## config.mk

```make
export PLATFORM = sky130hd
export DESIGN_NAME = dot_product_sequencer
export DESIGN_NICKNAME = d
export VERILOG_FILES = /design/src/rtl/dot_product_sequencer.sv
export SDC_FILE = /design/constraint.sdc
export NUM_CORES = 1
export LEC_CHECK = 0
export CAP_MARGIN = 30
export CELL_PAD_IN_SITES_DETAIL_PLACEMENT = 1
export CELL_PAD_IN_SITES_GLOBAL_PLACEMENT = 2
export CORE_ASPECT_RATIO = 0.5
export CORE_MARGIN = 1
export CORE_UTILIZATION = 27
export DETAILED_ROUTE_END_ITERATION = 8
export PLACE_DENSITY_LB_ADDON = 0.1
export SKIP_LAST_GASP = 1
export SLEW_MARGIN = 20
export SYNTH_ARGS = -nofsm -noshare
export SYNTH_HDL_FRONTEND = slang
export SYNTH_SLANG_ARGS = --single-unit
```

## constraint.sdc

```tcl
create_clock -name clk -period 2.8 [get_ports clk]
set_input_delay 0.28 -clock clk [delete_from_list [all_inputs] [get_ports clk]]
set_output_delay 0.28 -clock clk [all_outputs]
set_load 0.03 [all_outputs]
```

## src/rtl/dot_product_sequencer.sv

```systemverilog
//------------------------------------------------------------------------------
// dot_product_sequencer : sequences an N-element FP32 dot product over a shared
//                         stb/ack multiplier and adder.      Revision: 1.0
//------------------------------------------------------------------------------
`default_nettype none

module dot_product_sequencer #(
  parameter int N              = 4,
  parameter int ELEMENT_LENGTH = 32
) (
  input  logic                        clk,
  input  logic                        rst,
  input  logic                        load,
  input  logic [N*ELEMENT_LENGTH-1:0] vec_a,
  input  logic [N*ELEMENT_LENGTH-1:0] vec_b,
  input  logic                        out_ack,
  output logic [31:0]                 result,
  output logic                        out_ready,
  output logic                        busy,
  // shared multiplier
  output logic [31:0]                 mul_a,
  output logic [31:0]                 mul_b,
  output logic                        mul_a_stb,
  output logic                        mul_b_stb,
  input  logic                        mul_a_ack,
  input  logic                        mul_b_ack,
  input  logic [31:0]                 mul_z,
  input  logic                        mul_z_stb,
  output logic                        mul_z_ack,
  // shared adder
  output logic [31:0]                 add_a,
  output logic [31:0]                 add_b,
  output logic                        add_a_stb,
  output logic                        add_b_stb,
  input  logic                        add_a_ack,
  input  logic                        add_b_ack,
  input  logic [31:0]                 add_z,
  input  logic                        add_z_stb,
  output logic                        add_z_ack
);

  localparam int W     = ELEMENT_LENGTH;
  localparam int VW    = N * W;
  localparam int IDX_W = $clog2(N) + 1;

  localparam logic [IDX_W-1:0] IDX_LAST = IDX_W'(N - 1);
  localparam logic [IDX_W-1:0] IDX_ONE  = IDX_W'(1);

  typedef enum logic [2:0] {
    IDLE      = 3'd0,
    MUL_ISSUE = 3'd1,
    MUL_WAIT  = 3'd2,
    ADD_ISSUE = 3'd3,
    ADD_WAIT  = 3'd4,
    DONE      = 3'd5
  } state_t;

  state_t           state;
  logic [VW-1:0]    cap_a;
  logic [VW-1:0]    cap_b;
  logic [IDX_W-1:0] idx;
  logic [W-1:0]     acc;
  logic [W-1:0]     prod;

  // Element 0 sits in the MSBs of a packed vector.
  function automatic logic [W-1:0] element(input logic [VW-1:0] v,
                                           input logic [IDX_W-1:0] k);
    logic [W-1:0] e;
    e = '0;
    for (int i = 0; i < N; i++) begin
      if (k == IDX_W'(i)) e = v[VW-1-W*i -: W];
    end
    return e;
  endfunction

  // The adder operands are the prod/acc registers themselves, so they stay
  // registered and cannot drift from the values being accumulated.
  assign add_a = prod;
  assign add_b = acc;

  always_ff @(posedge clk) begin
    if (!rst) begin
      state     <= IDLE;
      cap_a     <= '0;
      cap_b     <= '0;
      idx       <= '0;
      acc       <= '0;
      prod      <= '0;
      result    <= '0;
      out_ready <= 1'b0;
      busy      <= 1'b0;
      mul_a     <= '0;
      mul_b     <= '0;
      mul_a_stb <= 1'b0;
      mul_b_stb <= 1'b0;
      mul_z_ack <= 1'b0;
      add_a_stb <= 1'b0;
      add_b_stb <= 1'b0;
      add_z_ack <= 1'b0;
    end else begin
      case (state)
        IDLE: begin
          if (load) begin
            cap_a     <= vec_a;
            cap_b     <= vec_b;
            acc       <= '0;
            idx       <= '0;
            mul_a     <= vec_a[VW-1 -: W];
            mul_b     <= vec_b[VW-1 -: W];
            mul_a_stb <= 1'b1;
            mul_b_stb <= 1'b1;
            busy      <= 1'b1;
            state     <= MUL_ISSUE;
          end
        end

        MUL_ISSUE: begin
          // Each operand drops its strobe independently on its own transfer.
          if (mul_a_stb && mul_a_ack) mul_a_stb <= 1'b0;
          if (mul_b_stb && mul_b_ack) mul_b_stb <= 1'b0;
          if ((!mul_a_stb || mul_a_ack) && (!mul_b_stb || mul_b_ack)) begin
            mul_a_stb <= 1'b0;
            mul_b_stb <= 1'b0;
            mul_z_ack <= 1'b1;
            state     <= MUL_WAIT;
          end
        end

        MUL_WAIT: begin
          if (mul_z_stb) begin
            prod      <= mul_z;
            mul_z_ack <= 1'b0;
            add_a_stb <= 1'b1;
            add_b_stb <= 1'b1;
            state     <= ADD_ISSUE;
          end
        end

        ADD_ISSUE: begin
          if (add_a_stb && add_a_ack) add_a_stb <= 1'b0;
          if (add_b_stb && add_b_ack) add_b_stb <= 1'b0;
          if ((!add_a_stb || add_a_ack) && (!add_b_stb || add_b_ack)) begin
            add_a_stb <= 1'b0;
            add_b_stb <= 1'b0;
            add_z_ack <= 1'b1;
            state     <= ADD_WAIT;
          end
        end

        ADD_WAIT: begin
          if (add_z_stb) begin
            acc       <= add_z;
            add_z_ack <= 1'b0;
            if (idx == IDX_LAST) begin
              result    <= add_z;
              out_ready <= 1'b1;
              state     <= DONE;
            end else begin
              idx       <= idx + IDX_ONE;
              mul_a     <= element(cap_a, idx + IDX_ONE);
              mul_b     <= element(cap_b, idx + IDX_ONE);
              mul_a_stb <= 1'b1;
              mul_b_stb <= 1'b1;
              state     <= MUL_ISSUE;
            end
          end
        end

        DONE: begin
          // A load arriving together with out_ack is deliberately dropped.
          if (out_ack) begin
            out_ready <= 1'b0;
            busy      <= 1'b0;
            state     <= IDLE;
          end
        end

        default: begin
          busy  <= 1'b0;
          state <= IDLE;
        end
      endcase
    end
  end

endmodule

`default_nettype wire
```

* After elaboration in Yosys (flattened, before gate mapping)
Cells that the tools add are included.
** Operators by class
- Add/sub/neg operators :: 1
- Multipliers :: 0
- Divide/modulo/power cells :: 0
- Magnitude comparators :: 0
- Eq/ne operators :: 21
- Shift-type cells :: 0
- Mux-type cells :: 58
- Bitwise operators :: 1
- Reductions and logical operators :: 37
** Operators with widths (count)
- 2-to-1 mux 32 bit :: 16
- case mux 32 bit (2 select lines) :: 3
- 2-to-1 mux 3 bit :: 10
- AND reduction 3 bit :: 7
- 2-to-1 mux 1 bit :: 19
- case mux 3 bit (6 select lines) :: 1
- != test 2 bit (second input constant) :: 8
- == test 3 x 2 -> 1 bit (second input constant) :: 5
- != test 3 bit (second input constant) :: 4
- case mux 1 bit (2 select lines) :: 5
- AND reduction 5 bit :: 2
- nonzero test 2 bit :: 5
- case mux 1 bit (3 select lines) :: 3
- AND reduction 4 bit :: 2
- == test 3 x 1 -> 1 bit (second input constant) :: 2
- == test 3 bit (second input constant) :: 2
- logical AND 1 bit :: 6
- logical NOT 3 bit :: 2
- case mux 3 bit (2 select lines) :: 1
- AND reduction 6 bit :: 1
- logical NOT 1 bit :: 4
- logical OR 1 bit :: 4
- AND reduction 2 bit :: 2
- OR reduction 4 bit :: 1
- 3 further kinds :: 3
** Storage, ports and cells
- Flip-flop bits (word level) :: 430
- Latch bits :: 0
- Memory bits (writable) :: 0
- ROM bits :: 0
- Output and inout bits :: 168
- Logic and storage cells :: 135
- Memories :: 0

* Depth between registers and ports, before layout
- Depth after elaboration :: 9
- Depth in mapped cells :: 8
- Gate-level depth less buffers :: 6

* Worst setup path after synthesis
No wires, ideal clock.
- Path type :: register -> register
- From :: register idx[0]
- To :: register mul_a[16]
- Library setup time :: 0.138 ns
- Arrival time :: 1.888 ns
- Slack :: 0.774 ns
- Stages on the path, launching flop included :: 9
- Path buffers :: 2
- Period minus slack after synthesis :: 2.026 ns
- Cell sequence :: dfxtp_1 ha_1 ha_1 buf_2 nand2_2 buf_2 a311oi_1 a2bb2oi_1 o221ai_1
** Between the ends
- Longest elaborated chain between the ends :: 9
- Elaborated cells between the ends (all ways) :: 15
- Classes of those cells :: 1 x add/sub; 5 x eq/ne; 7 x mux; 2 x reduce/logical
** RTL lines
- start: declaration :: line 61 : logic [IDX_W-1:0] idx;
- start signal: assignment :: line 159 : idx <= idx + IDX_ONE;
- adder 3 x 1 -> 3 bit :: line 160 : mul_a <= element(cap_a, idx + IDX_ONE);
- logical NOT 3 bit :: line 71 : if (k == IDX_W'(i)) e = v[VW-1-W*i -: W];
- 2-to-1 mux 32 bit (4 in a row) :: line 71
- 2-to-1 mux 32 bit :: line 154 : if (idx == IDX_LAST) begin
- 2-to-1 mux 32 bit :: line 151 : if (add_z_stb) begin
- case mux 32 bit (2 select lines) :: line 101 : case (state)
- end signal: assignment :: line 108 : mul_a <= vec_a[VW-1 -: W];
- end signal: assignment :: line 160
- end: declaration :: line 21 : output logic [31:0] mul_a,
Parallel ways exist; a longest one is shown, timed or not. The select of a mux whose other input is x is not followed.
A chain may end at the register's enable or synchronous reset.

* Worst setup path after layout
- From :: register idx[1]
- To :: register mul_b[16]
** Between the ends
- Longest elaborated chain between the ends :: 9
- Elaborated cells between the ends (all ways) :: 15
- Classes of those cells :: 1 x add/sub; 5 x eq/ne; 7 x mux; 2 x reduce/logical
** RTL lines
- adder 3 x 1 -> 3 bit :: line 161 : mul_b <= element(cap_b, idx + IDX_ONE);
- logical NOT 3 bit :: line 71
- 2-to-1 mux 32 bit (4 in a row) :: line 71
- 2-to-1 mux 32 bit :: line 154
- 2-to-1 mux 32 bit :: line 151
- case mux 32 bit (2 select lines) :: line 101
- end signal: assignment :: line 109 : mul_b <= vec_b[VW-1 -: W];
- end signal: assignment :: line 161
- end: declaration :: line 22 : output logic [31:0] mul_b,
Parallel ways exist; a longest one is shown, timed or not. The select of a mux whose other input is x is not followed.

==> impl_metrics.yaml <==
pwr:
  peakVddDrop_v: 0.0005460
  p_per_area_nw_per_um2: 836.6
  power.static_leakage_nw: 8.980
  power_w: 0.02093
sta:
  fin_tns_setup_ns: 0
  fmax_mhz: 414.9
  period_minus_slack_ns: 2.410
  timing.slew.headroom_pct: 50.90
  final_max_slew_viol_count: 0
  timing_worst_slew_pin_value_ns: 0.7365
  setup_viol: 0
  fin_crit_sh_pct: 86.07
  worst_clock_skew_ns: 0.01902
  hold-worst-slack_ns: 0.2561
  grt_setup_unrepaired: "no"
  final-hold-violation-count: 0
  final_critical_path_setup_slack_ns: 0.3901
floorplan:
  floorplan.initialDensity_pct: 27.58
  top_level_ports: 498
  die_area_um2: 66140
  chipWidth_um: 362.7
  std_cell_rows: 65
  core_area_um2: 63680
  floorplan.die.height_um: 182.4
placement:
  dpl_hpwl_mm: 48.87
  io_buffers: 497
  place.detailed.instances: 3429
  placement_setup_slack_ns: 0.3744
  routability_congestion_estimate_from_global_placement: 0.7543
synth:
  synth_enable_flop_cells: 0
  proportion_of_synthesized_flip_flops_having_asynchronous_set_or_reset_pct: 0
  dominantRegCellSynth: "dfxtp_1"
  synth.net_count: 2550
  seq_area_frac_synth_pct: 49.01
  synth_top_family_by_area: "compound AO/OA/AOI/OAI gates"
  postSynthCellCount: 2214
  yosysWarnings: 0
  postSynthAreaPerCell_um2: 7.934
  synth-adder-area-share_pct: 0.4274
  synth-compound-area-share_pct: 22.94
  synth_mux_area_share_pct: 0.1140
  post_synth_num_cell_types: 48
  synth_simple_gate_area_share_pct: 22.05
  mappedNetlistArea_um2: 17570
  yosys_register_bits: 430
  synth-xor-area-share_pct: 0
route:
  post_drt_via_cell_ratio: 5.016
  drt_iter0_drc: 907
  detail_route.first_pass.iterations: 5
  postRouteAntennaNets: 0
  routed-via-count: 17620
  detail_route.wirelength_mm: 74.05
  drc: 0
  route.detailed.wl_per_inst_um: 21.09
status:
  result_of_the_run: "finished clean"
clocking:
  cts_buffers: 45
  htree_num_levels: 2
  postCtsSetupRepairBufs: 0
  number_of_instances_resized_during_post_cts_repair: 0
  clk_transition_reported_paths_ns: 0.07
  clock-sinks: 430
  clock_tree_buf_depth: 3
  cts_tree: "yes"
  clock_tree.root_cell: "clkbuf_16"
  holdBufCountCts: 0
  clock_insertion_delay_worst_skew_ns: 0.56
worst_setup_path:
  worst_ep_required_time_ns: 3.21
  worstSetupStartpointType: "flop"
  critical_path_peak_fanout: 45
  crit_chain: "ha_1, ha_2, and3b_1, o21a_1, nand3_4, buf_4, o221ai_1"
  criticalPathCategory: "reg -> reg"
  max_stage_delay_ns: 0.55
  worst_path_max_delay_cell: "buf_4"
  critical_path.endpoint_type: "flop"
  worstPathArrival_ns: 2.82
global_route:
  grt_antenna_before_repair: 3
  first_global_vias: 17930
  grt_start_max_net_pins: 107
  grt_overflow: 0
  first_pass_grt_wire_length_mm: 112.6
  globalRouteTotalUtil_pct: 21.76
cells_and_area:
  area_delta_synth_final_pct: 42.40
  layout.nets: 2941
  layout-drive-gt1-share_pct: 5.989
  finish.cell_count_without_fillers: 3512
  filler_cell_count: 7455
min_path:
  hold_path.class: "in -> reg"
run:
  maxCapViolations: 0
[sequential cells by signal, summed over array words and instances (netlist names), 3 cells and up]
name,flops
state,3
idx,3
add_a,32
cap_b,128
mul_b,32
cap_a,128
mul_a,32
result,32
add_b,32
[cells in the mapped netlist, drive strengths merged (4+ instances only)]
cell     count  area share, %
nand3      134            3.8
a21oi      332            9.5
o221ai      65            3.2
buf         83            2.4
a2bb2oi     64            3.2
ha           6           0.43
nor2        38           0.81
dfxtp      430             49
nor3         4           0.11
nor2b        5           0.18
a311oi      64            3.2
nand2      649             14
o21ai       70            2.0
clkbuf     135            2.9
a22oi       33            1.4
and3        64            2.3
inv          8           0.17
[placed cells by master, fill, tap and decap left out, drive strengths merged, types with 3 or more instances in the layout]
cell type / count
o221ai: 65
clkbuf: 64
clkdlybuf4s50: 496
buf: 66
a2bb2oi: 64
bufinv: 5
nor3b: 3
nor2: 38
and3b: 3
inv: 10
nor2b: 5
nand2: 649
a311oi: 64
nor3: 4
and2: 3
dfxtp: 430
diode: 3
nand3: 134
a22oi: 33
ha: 6
a21oi: 332
o21ai: 70
clkinv: 9
and3: 64
[critical path, delay by kind of cell (launching register included)]
| kind | cells | cell delay [ns] |
|---|---|---|
| buffers and inverters | 1 | 0.55 |
| adder cells (fa/ha/maj) | 2 | 0.46 |
| AND/OR/NAND/NOR | 2 | 0.33 |
| AO/OA/AOI/OAI | 2 | 0.47 |
| flip-flops | 1 | 0.39 |
[worst paths after layout]
| kind | from | cells past startpoint | end | slack, ns |
|---|---|---|---|---|
| max | idx[1] | 7 | mul_b[16] | 0.39 |
| min | vec_a[24] | 3 | cap_a[24] | 0.26 |
| min reg2reg | cap_a[67] | 2 | cap_a[67] | 0.45 |
| max reg2reg | idx[1] | 7 | mul_b[16] | 0.39 |
[routing by layer]
| layer | vias up | track usage, % | part of all wire [%] |
|---|---|---|---|
| met2 | 337 | 37.85 | 49 |
| met4 | 2 | 4.911 | 1.8 |
| met5 | - | 0 | 0.018 |
| met1 | 8681 | 28.27 | 46 |
| li1 | 8522 | - | - |
| met3 | 75 | 3.359 | 3.9 |
[through the flow]
step	instance area, um^2	utilization, %
after detailed placement	23490	36.88
after floorplan	17570	-
after CTS	25010	39.27
after global placement	23490	36.88
final	25010	39.28
after global routing	25010	39.27
[report_power, final]
part | switching, W | internal (W)
sequential | 0.000620 | 0.00719
combinational | 0.00408 | 0.00265
clock | 0.00267 | 0.00371
total | 0.00737 | 0.0136
[logic make-up after synthesis]
logic type | Yosys count
AOI/OAI and AO/OA | 637
adders and majority gates | 6
buffers and inverters | 227
DFF | 430
muxes | 2
and+or+nand+nor | 912
[area by class of cell]
cell class	count	area, um^2	share of cell area, %
Antenna cell	3	7.507	0.03001
Timing Repair Buffer	562	5698	22.78
Clock inverter	16	211.5	0.8454
Clock buffer	64	1308	5.227
Multi-Input combinational cell	1557	8049	32.18
Sequential cell	430	8608	34.42
Tap cell	871	1090	4.357
Inverter	9	41.29	0.1651
Power figures use the tool's default switching activity.
